$ cat config.mk
export PLATFORM = sky130hd
export DESIGN_NAME = addsub_logic_unit_64
export DESIGN_NICKNAME = d
export VERILOG_FILES = /design/src/rtl/addsub_logic_pkg.sv /design/src/rtl/addsub_core64.sv /design/src/rtl/addsub_logic_unit_64.sv
export SDC_FILE = /design/constraint.sdc
export NUM_CORES = 1
export LEC_CHECK = 0
export BUFFER_PORTS_ARGS = -buffer_cell sky130_fd_sc_hd__buf_2
export CORE_MARGIN = 2
export CORE_UTILIZATION = 53
export DETAILED_ROUTE_END_ITERATION = 10
export GPL_TIMING_DRIVEN = 0
export PLACE_DENSITY = 0.82
export SLEW_MARGIN = 20
export SYNTH_ARGS = -nofsm -noshare
export SYNTH_HDL_FRONTEND = slang
export SYNTH_HIERARCHICAL = 1
export SYNTH_SLANG_ARGS = --single-unit
$ cat constraint.sdc
create_clock -name clk -period 1 [get_ports clk]
set_input_delay 0.2 -clock clk [delete_from_list [all_inputs] [get_ports clk]]
set_output_delay 0.2 -clock clk [all_outputs]
set_load 0.02 [all_outputs]
$ cat src/rtl/addsub_logic_pkg.sv
// Shared definitions for the 64-bit add/sub/logic execute slice.
// Holds the operation encoding and the default datapath width.
package addsub_logic_pkg;

  localparam int ADDSUB_WIDTH = 64;

  localparam logic [1:0] OP_ADD = 2'b00;
  localparam logic [1:0] OP_SUB = 2'b01;
  localparam logic [1:0] OP_AND = 2'b10;
  localparam logic [1:0] OP_OR  = 2'b11;

endpackage : addsub_logic_pkg

$ cat src/rtl/addsub_core64.sv
// Combinational ripple add/sub core. Operand b is inverted when m is set
// and m doubles as the carry-in, so a single adder performs a+b and a-b.
module addsub_core64
  import addsub_logic_pkg::*;
#(
  parameter int WIDTH = ADDSUB_WIDTH
) (
  input  logic [WIDTH-1:0] a,
  input  logic [WIDTH-1:0] b,
  input  logic             m,
  output logic [WIDTH-1:0] sum,
  output logic             carry,
  output logic             ovf
);

  logic [WIDTH-1:0] b_eff_s;

  assign b_eff_s = b ^ {WIDTH{m}};

  // Each stage keeps its own carry net so the chain is not one circular vector.
  for (genvar i = 0; i < WIDTH; i++) begin : g_bit
    logic cin_s;
    logic cout_s;

    if (i == 0) begin : g_lsb
      assign cin_s = m;
    end else begin : g_chain
      assign cin_s = g_bit[i-1].cout_s;
    end

    assign sum[i] = a[i] ^ b_eff_s[i] ^ cin_s;
    assign cout_s = (a[i] & b_eff_s[i]) | (cin_s & (a[i] ^ b_eff_s[i]));
  end

  assign carry = g_bit[WIDTH-1].cout_s;
  assign ovf   = (a[WIDTH-1] == b_eff_s[WIDTH-1]) && (sum[WIDTH-1] != a[WIDTH-1]);

endmodule : addsub_core64

$ cat src/rtl/addsub_logic_unit_64.sv
// Registered 64-bit ADD/SUB/AND/OR slice with one-cycle latency and full
// throughput. Outputs come straight from flops; no input-to-output comb path.
module addsub_logic_unit_64
  import addsub_logic_pkg::*;
#(
  parameter int WIDTH = ADDSUB_WIDTH
) (
  input  logic             clk,
  input  logic             rst_n,
  input  logic             in_valid,
  input  logic [WIDTH-1:0] a,
  input  logic [WIDTH-1:0] b,
  input  logic [1:0]       op,
  output logic [WIDTH-1:0] result,
  output logic             cout,
  output logic             overflow,
  output logic             out_valid
);

  logic             m_s;
  logic [WIDTH-1:0] sum_s;
  logic             carry_s;
  logic             ovf_s;
  logic [WIDTH-1:0] result_nxt_s;
  logic             cout_nxt_s;
  logic             ovf_nxt_s;
  logic [WIDTH-1:0] result_r;
  logic             cout_r;
  logic             ovf_r;
  logic             out_valid_r;

  assign m_s = (op == OP_SUB);

  addsub_core64 #(
    .WIDTH (WIDTH)
  ) u_core (
    .a     (a),
    .b     (b),
    .m     (m_s),
    .sum   (sum_s),
    .carry (carry_s),
    .ovf   (ovf_s)
  );

  // Select next result and flags; logic ops force carry and overflow low.
  always_comb begin
    result_nxt_s = {WIDTH{1'b0}};
    cout_nxt_s   = 1'b0;
    ovf_nxt_s    = 1'b0;
    case (op)
      OP_ADD, OP_SUB: begin
        result_nxt_s = sum_s;
        cout_nxt_s   = carry_s;
        ovf_nxt_s    = ovf_s;
      end
      OP_AND: result_nxt_s = a & b;
      OP_OR:  result_nxt_s = a | b;
      default: begin
        result_nxt_s = {WIDTH{1'b0}};
        cout_nxt_s   = 1'b0;
        ovf_nxt_s    = 1'b0;
      end
    endcase
  end

  // Output registers: capture on in_valid, otherwise hold data and drop valid.
  always_ff @(posedge clk or negedge rst_n) begin
    if (!rst_n) begin
      result_r    <= {WIDTH{1'b0}};
      cout_r      <= 1'b0;
      ovf_r       <= 1'b0;
      out_valid_r <= 1'b0;
    end else begin
      out_valid_r <= in_valid;
      if (in_valid) begin
        result_r <= result_nxt_s;
        cout_r   <= cout_nxt_s;
        ovf_r    <= ovf_nxt_s;
      end else begin
        result_r <= result_r;
        cout_r   <= cout_r;
        ovf_r    <= ovf_r;
      end
    end
  end

  assign result    = result_r;
  assign cout      = cout_r;
  assign overflow  = ovf_r;
  assign out_valid = out_valid_r;

endmodule : addsub_logic_unit_64

## After elaboration in Yosys (flattened, before gate mapping)

Cells that the tools add are included.
W data, S select, Z words.

| word-level totals | value |
|---|---|
| bits in writable memories | 0 |
| memory bits (read-only) | 0 |
| register bits | 67 |
| bits in latches | 0 |
| memories kept | 0 |
| logic and storage cells | 338 |
| output and inout bits | 67 |

| cells by class | value |
|---|---|
| order comparisons | 0 |
| multiplexer cells | 3 |
| reductions and logical operators | 3 |
| equality and inequality tests | 5 |
| div/mod/pow operators | 0 |
| $add $sub $neg | 0 |
| multiply operators | 0 |
| bitwise operators | 323 |
| shift-type cells | 0 |

Operators with widths:

| kind | count |
|---|---|
| $pmux W64 S3 | 1 |
| $and A1 B1 Y1 | 128 |
| $xor A1 B1 Y1 | 128 |
| $and A64 B64 Y64 | 1 |
| $or A1 B1 Y1 | 64 |
| $or A64 B64 Y64 | 1 |
| $xor A64 B64 Y64 | 1 |
| $eq A2 B2 Y1 const B | 2 |
| $eq A2 B1 Y1 const B | 1 |
| $logic_not A2 Y1 | 1 |
| $mux W1 | 2 |
| $reduce_or A2 Y1 | 1 |
| $eq A1 B1 Y1 | 1 |
| $logic_and A1 B1 Y1 | 1 |
| $ne A1 B1 Y1 | 1 |

## Logic depth before layout (Yosys ltp)

| depth | value |
|---|---|
| depth after elaboration | 133 |
| mapped depth | 76 |
| mapped depth without buffers | 72 |

## Hierarchy

Netlist, hierarchy kept.

By module, submodules not included:

| module | cells an instance | times used | area an instance (µm²) | sequential area each (µm²) |
|---|---|---|---|---|
| addsub_logic_unit_64 | 302 | 1 | 3838.7 | 1676.6 |
| addsub_core64 | 263 | 1 | 2427.3 | 0.0 |

## Worst setup path after synthesis

OpenSTA, ideal clock, no wires.

| timing | value |
|---|---|
| kind | input-to-reg |
| from | input op[0] |
| to | register result_r[63] (netlist: result[63]) |
| data arrival time | 25.332 ns |
| buffers on the path | 4 |
| required time | 0.874 ns |
| library setup time | 0.126 ns |
| path slack | -24.458 ns |
| stages on the path | 74 |
| path through | buf_6 -> buf_6 -> nor2b_1 -> buf_6 -> buf_8 -> xnor2_1 -> fa_1 -> fa_1 -> fa_1 -> fa_1 -> fa_1 -> fa_1 -> fa_1 -> fa_1 -> fa_1 -> fa_1 -> fa_1 -> fa_1 -> [... 38 more ...] -> fa_1 -> fa_1 -> fa_1 -> fa_1 -> fa_1 -> fa_1 -> fa_1 -> fa_1 -> fa_1 -> fa_1 -> fa_1 -> fa_1 -> fa_1 -> fa_1 -> inv_1 -> fa_1 -> and3b_1 -> a221o_1 |

| between the ends | value |
|---|---|
| cells in the longest elaborated chain, start to end | 131 |
| elaborated cells on any way between the ends | 261 |
| those cells by class | eq/ne (3); mux (1); bitwise (255); reduce/logical (2) |

Ends and longest elaborated chain:

| item | line | RTL |
|---|---|---|
| from (decl) | addsub_logic_unit_64.sv:13 | `input logic [1:0] op,` |
| $eq A2 B1 Y1 (*) | addsub_logic_unit_64.sv:32 | `assign m_s = (op == OP_SUB);` |
| via m_s | addsub_logic_unit_64.sv:20 | `logic m_s;` |
| $xor A64 B64 Y64 | addsub_core64.sv:18 | `assign b_eff_s = b ^ {WIDTH{m}};` |
| $xor A1 B1 Y1 | addsub_core64.sv:32 | `assign cout_s = (a[i] & b_eff_s[i]) \| (cin_s & (a[i] ^ b_eff_s[i]));` |
| $and A1 B1 Y1 | addsub_core64.sv:32 |  |
| $or A1 B1 Y1 | addsub_core64.sv:32 |  |
| $and A1 B1 Y1 | addsub_core64.sv:32 |  |
| $or A1 B1 Y1 | addsub_core64.sv:32 |  |
| [... 117 more ...] | n/a |  |
| $or A1 B1 Y1 | addsub_core64.sv:32 |  |
| $and A1 B1 Y1 | addsub_core64.sv:32 |  |
| $or A1 B1 Y1 | addsub_core64.sv:32 |  |
| $and A1 B1 Y1 | addsub_core64.sv:32 |  |
| $or A1 B1 Y1 | addsub_core64.sv:32 |  |
| $xor A1 B1 Y1 (*) | addsub_core64.sv:31 | `assign sum[i] = a[i] ^ b_eff_s[i] ^ cin_s;` |
| via sum_s[63] | addsub_logic_unit_64.sv:21 | `logic [WIDTH-1:0] sum_s;` |
| $pmux W64 S3 (*) | addsub_logic_unit_64.sv:50 | `case (op)` |
| to (signal assigned) | addsub_logic_unit_64.sv:69 | `result_r <= {WIDTH{1'b0}};` |
| to (signal assigned) | addsub_logic_unit_64.sv:76 | `result_r <= result_nxt_s;` |
| to (signal assigned) | addsub_logic_unit_64.sv:80 | `result_r <= result_r;` |
| to (decl) | addsub_logic_unit_64.sv:27 | `logic [WIDTH-1:0] result_r;` |

Mark *: on every way through the listed nets, which the timed path passes. The rest lies on a longest branch.
A chain may end at the register's enable or synchronous reset.

## Final worst setup path

| timing | value |
|---|---|
| from | input op[1] |
| to | register result_r[63] (netlist: result[63]) |

The elaborated chain is that of the path after synthesis.

==> results_dict.tcl <==
set metrics [dict create \
    fill_cells 748 \
    startpoint_type "input port" \
    viasPerCell 5.43 \
    min-delay-start "in_valid" \
    syn_inst 565 \
    yosysUniqueCellTypes 24 \
    pin_count 200 \
    async_flop_share_pct 100 \
    yosysSeqAreaShare_pct 26.8 \
    switching_share_pct 34.4 \
    fin_hold_ws_ps 104 \
    violations "negative setup slack" \
    cts_buffer_depth 2 \
    worstMarginPinSlew_ps 462 \
    r2r-start "result[50]" \
    fp.dieH_um 113 \
    wl_um 18200 \
    cts_buffers 9 \
    gp_congestion 0.846 \
    area_growth_pct 41.0 \
    setup_slack_ps -22450 \
    worstSetupStartpoint "op[1]" \
    synth_edf_count 0 \
    clock_skew_ps 0 \
    drc 0 \
    relSlewSlack_pct 69.2 \
    critPathTopFamily "adder cells" \
    ys_top_cells_by_count "127 x inv_1, 67 x dfrtp_1, 64 x a221o_1, 63 x fa_1, 62 x xnor2_1" \
    outcome "finished with violations" \
    dp_hpwl_um 13200 \
    antenna_found_initial 0 \
    ys_ff_latch 67 \
    fmax_ghz 0.0426 \
    crit_buf_inv 7 \
    end_kind "register" \
    max_cap_viol_count 0 \
    syn_area_per_cell_um2 11.1 \
    antenna_left 0 \
    holdCritPathClass "in -> reg" \
    rsz0062_at_grt "true" \
    peakVddDrop_mv 0.919 \
    vias 5300 \
    cp_common_cell "fa_2" \
    nets 1024 \
    grt_max_degree 38 \
    min_period_over_period_pct 2340 \
    synth_nets 762 \
    post_drt_wl_per_cell_um 18.7 \
    clock_power_share_pct 24.5 \
    p_leak_nw 4.41 \
    synth.most_common_cell "inv_1" \
    drt_iter0_markers 249 \
    fp-row-count 39 \
    finalNonFillerCells 976 \
    min_path_cells 1 \
    first_pass_iters 6 \
    post_synth_instance_area_um2 6270 \
    ff2ff_setup_slack_ps -20 \
    switching_power_mw 4.48 \
    start_util_pct 54.6 \
    slowest_delay_ps 410 \
    dpl.cell_count 907 \
    crit_arrival_ps 23660 \
    die_w_um 113 \
    synthFlopType "dfrtp_1" \
    critical_path_class "in -> reg" \
    stdcell_area_um2 8830 \
    p_total_mw 13.0 \
    path_clk_slew_ps 60 \
    core_um2 11500 \
    finalSetupViolations 132 \
    clock_sink_count 67 \
    tns_ps -776390 \
    ys_top_cells_by_area "dfrtp_1 27%, fa_1 20%, a221o_1 10%" \
    htree_levels 3 \
    period_minus_slack_ps 23450 \
    worstHoldEndpoint "out_valid" \
    grt_pass1_vias 5978 \
    critical_path_peak_fanout 4 \
    power_density_nw_per_um2 1470 \
    power.internal_mw 8.53 \
    synth_top_area_share_pct 26.8 \
    grt_use_total_pct 29.5 \
    reg2reg_depth 2 \
    root_buffer "clkbuf_16" \
    numPortBuffers 198 \
    slowest_stage "fa_1" \
    grt_overflow 0 \
    drive_gt1_share_pct 54.7 \
    synth_warnings 6 \
    insertion_delay_ps 330 \
    drv_slew 0 \
    placed_cell_area_um2 7680 \
    yosysTopAreaCell "dfrtp_1" \
    hold_viol_final 0 \
    pwr-share-comb_pct 47.5 \
    power_frac_seq_pct 27.9 \
    rr_endpoint "result[50]" \
    grt_first_pass_wirelength_um 29400 \
    cts_tree "yes" \
    dieArea_um2 12700 \
    critPathRequiredTime_ps 1210 \
]
## cell families after synthesis
family                     after synthesis  share of synthesized area (%)
DFF                                     67                           26.8
buffers and inverters                  169                           12.4
AOI/OAI and AO/OA                       66                           10.4
and+or+nand+nor                         69                           9.68
adders and majority gates              128                           31.5
xor gates and xnor gates                65                           9.09
muxes                                    1                          0.160
## power by group through the flow
stage / Combinational [mW] / Sequential, mW / Clock [mW]
2_1_floorplan: 2.55 / 4.16 / 0
5_1_grt: 6.68 / 3.68 / 3.34
6_report: 6.19 / 3.63 / 3.19
4_1_cts: 5.92 / 3.61 / 3.22
3_5_place_dp: 4.82 / 3.56 / 0
3_3_place_gp: 4.53 / 3.54 / 0
## through the flow
step | setup WS [ps] | util, %
detailed placement | -23070 | 67.0
global placement | -22810 | 66.8
global route | -22820 | 77.0
floorplan | -21970 | -
CTS | -22360 | 76.5
finish | -22450 | 77.0
## sequential cells by signal, indices dropped and copies added (netlist names)
name       flops
result        64
cout           1
out_valid      1
overflow       1
## cells in the final DEF, fill, tap and decap left out, drive strengths merged, types with 2 or more instances in the layout
cell type,n
dfrtp,67
xor2,3
clkbuf,24
fa,63
inv,128
buf,281
a221o,64
o21ai,2
and3b,64
nand3b,2
xnor2,62
maj3,64
## worst max-delay path by stage
stage                            end  cells after the start
after floorplan           result[63]                     74
after global placement    result[63]                     74
after detailed placement  result[63]                     74
after CTS                 result[63]                     74
after global routing      result[63]                     74
final                     result[63]                     74
## metal layers
layer	vias to the layer above	global-route usage, %	share of wire, %
li1	2406	-	-
met1	2619	33.7	39
met2	211	53.1	52
met3	64	5.57	5.2
met4	0	13.9	4.1
met5	-	0	0
## layout make-up
type                       instances  area (um^2)  share of cell area [%]
buffer                            40          360                    4.08
sequential                        67         1680                    19.0
multi-input combinational        329         4000                    45.3
clock buffer                      14          254                    2.88
antenna                            1         2.50                  0.0283
tap                              143          179                    2.03
clock inverter                     2         35.0                   0.397
inverter                         128          480                    5.44
timing repair buffer             252         1850                    20.9
## what timing repair did
action,CTS,global route
hold endpoints to repair,30,0
setup endpoints to repair,133,149
buffers inserted,46,6
pin swaps,1,1
hold buffers,1,0
gates resized for setup,150,32
Note: power is estimated with default switching activity, not from simulation.
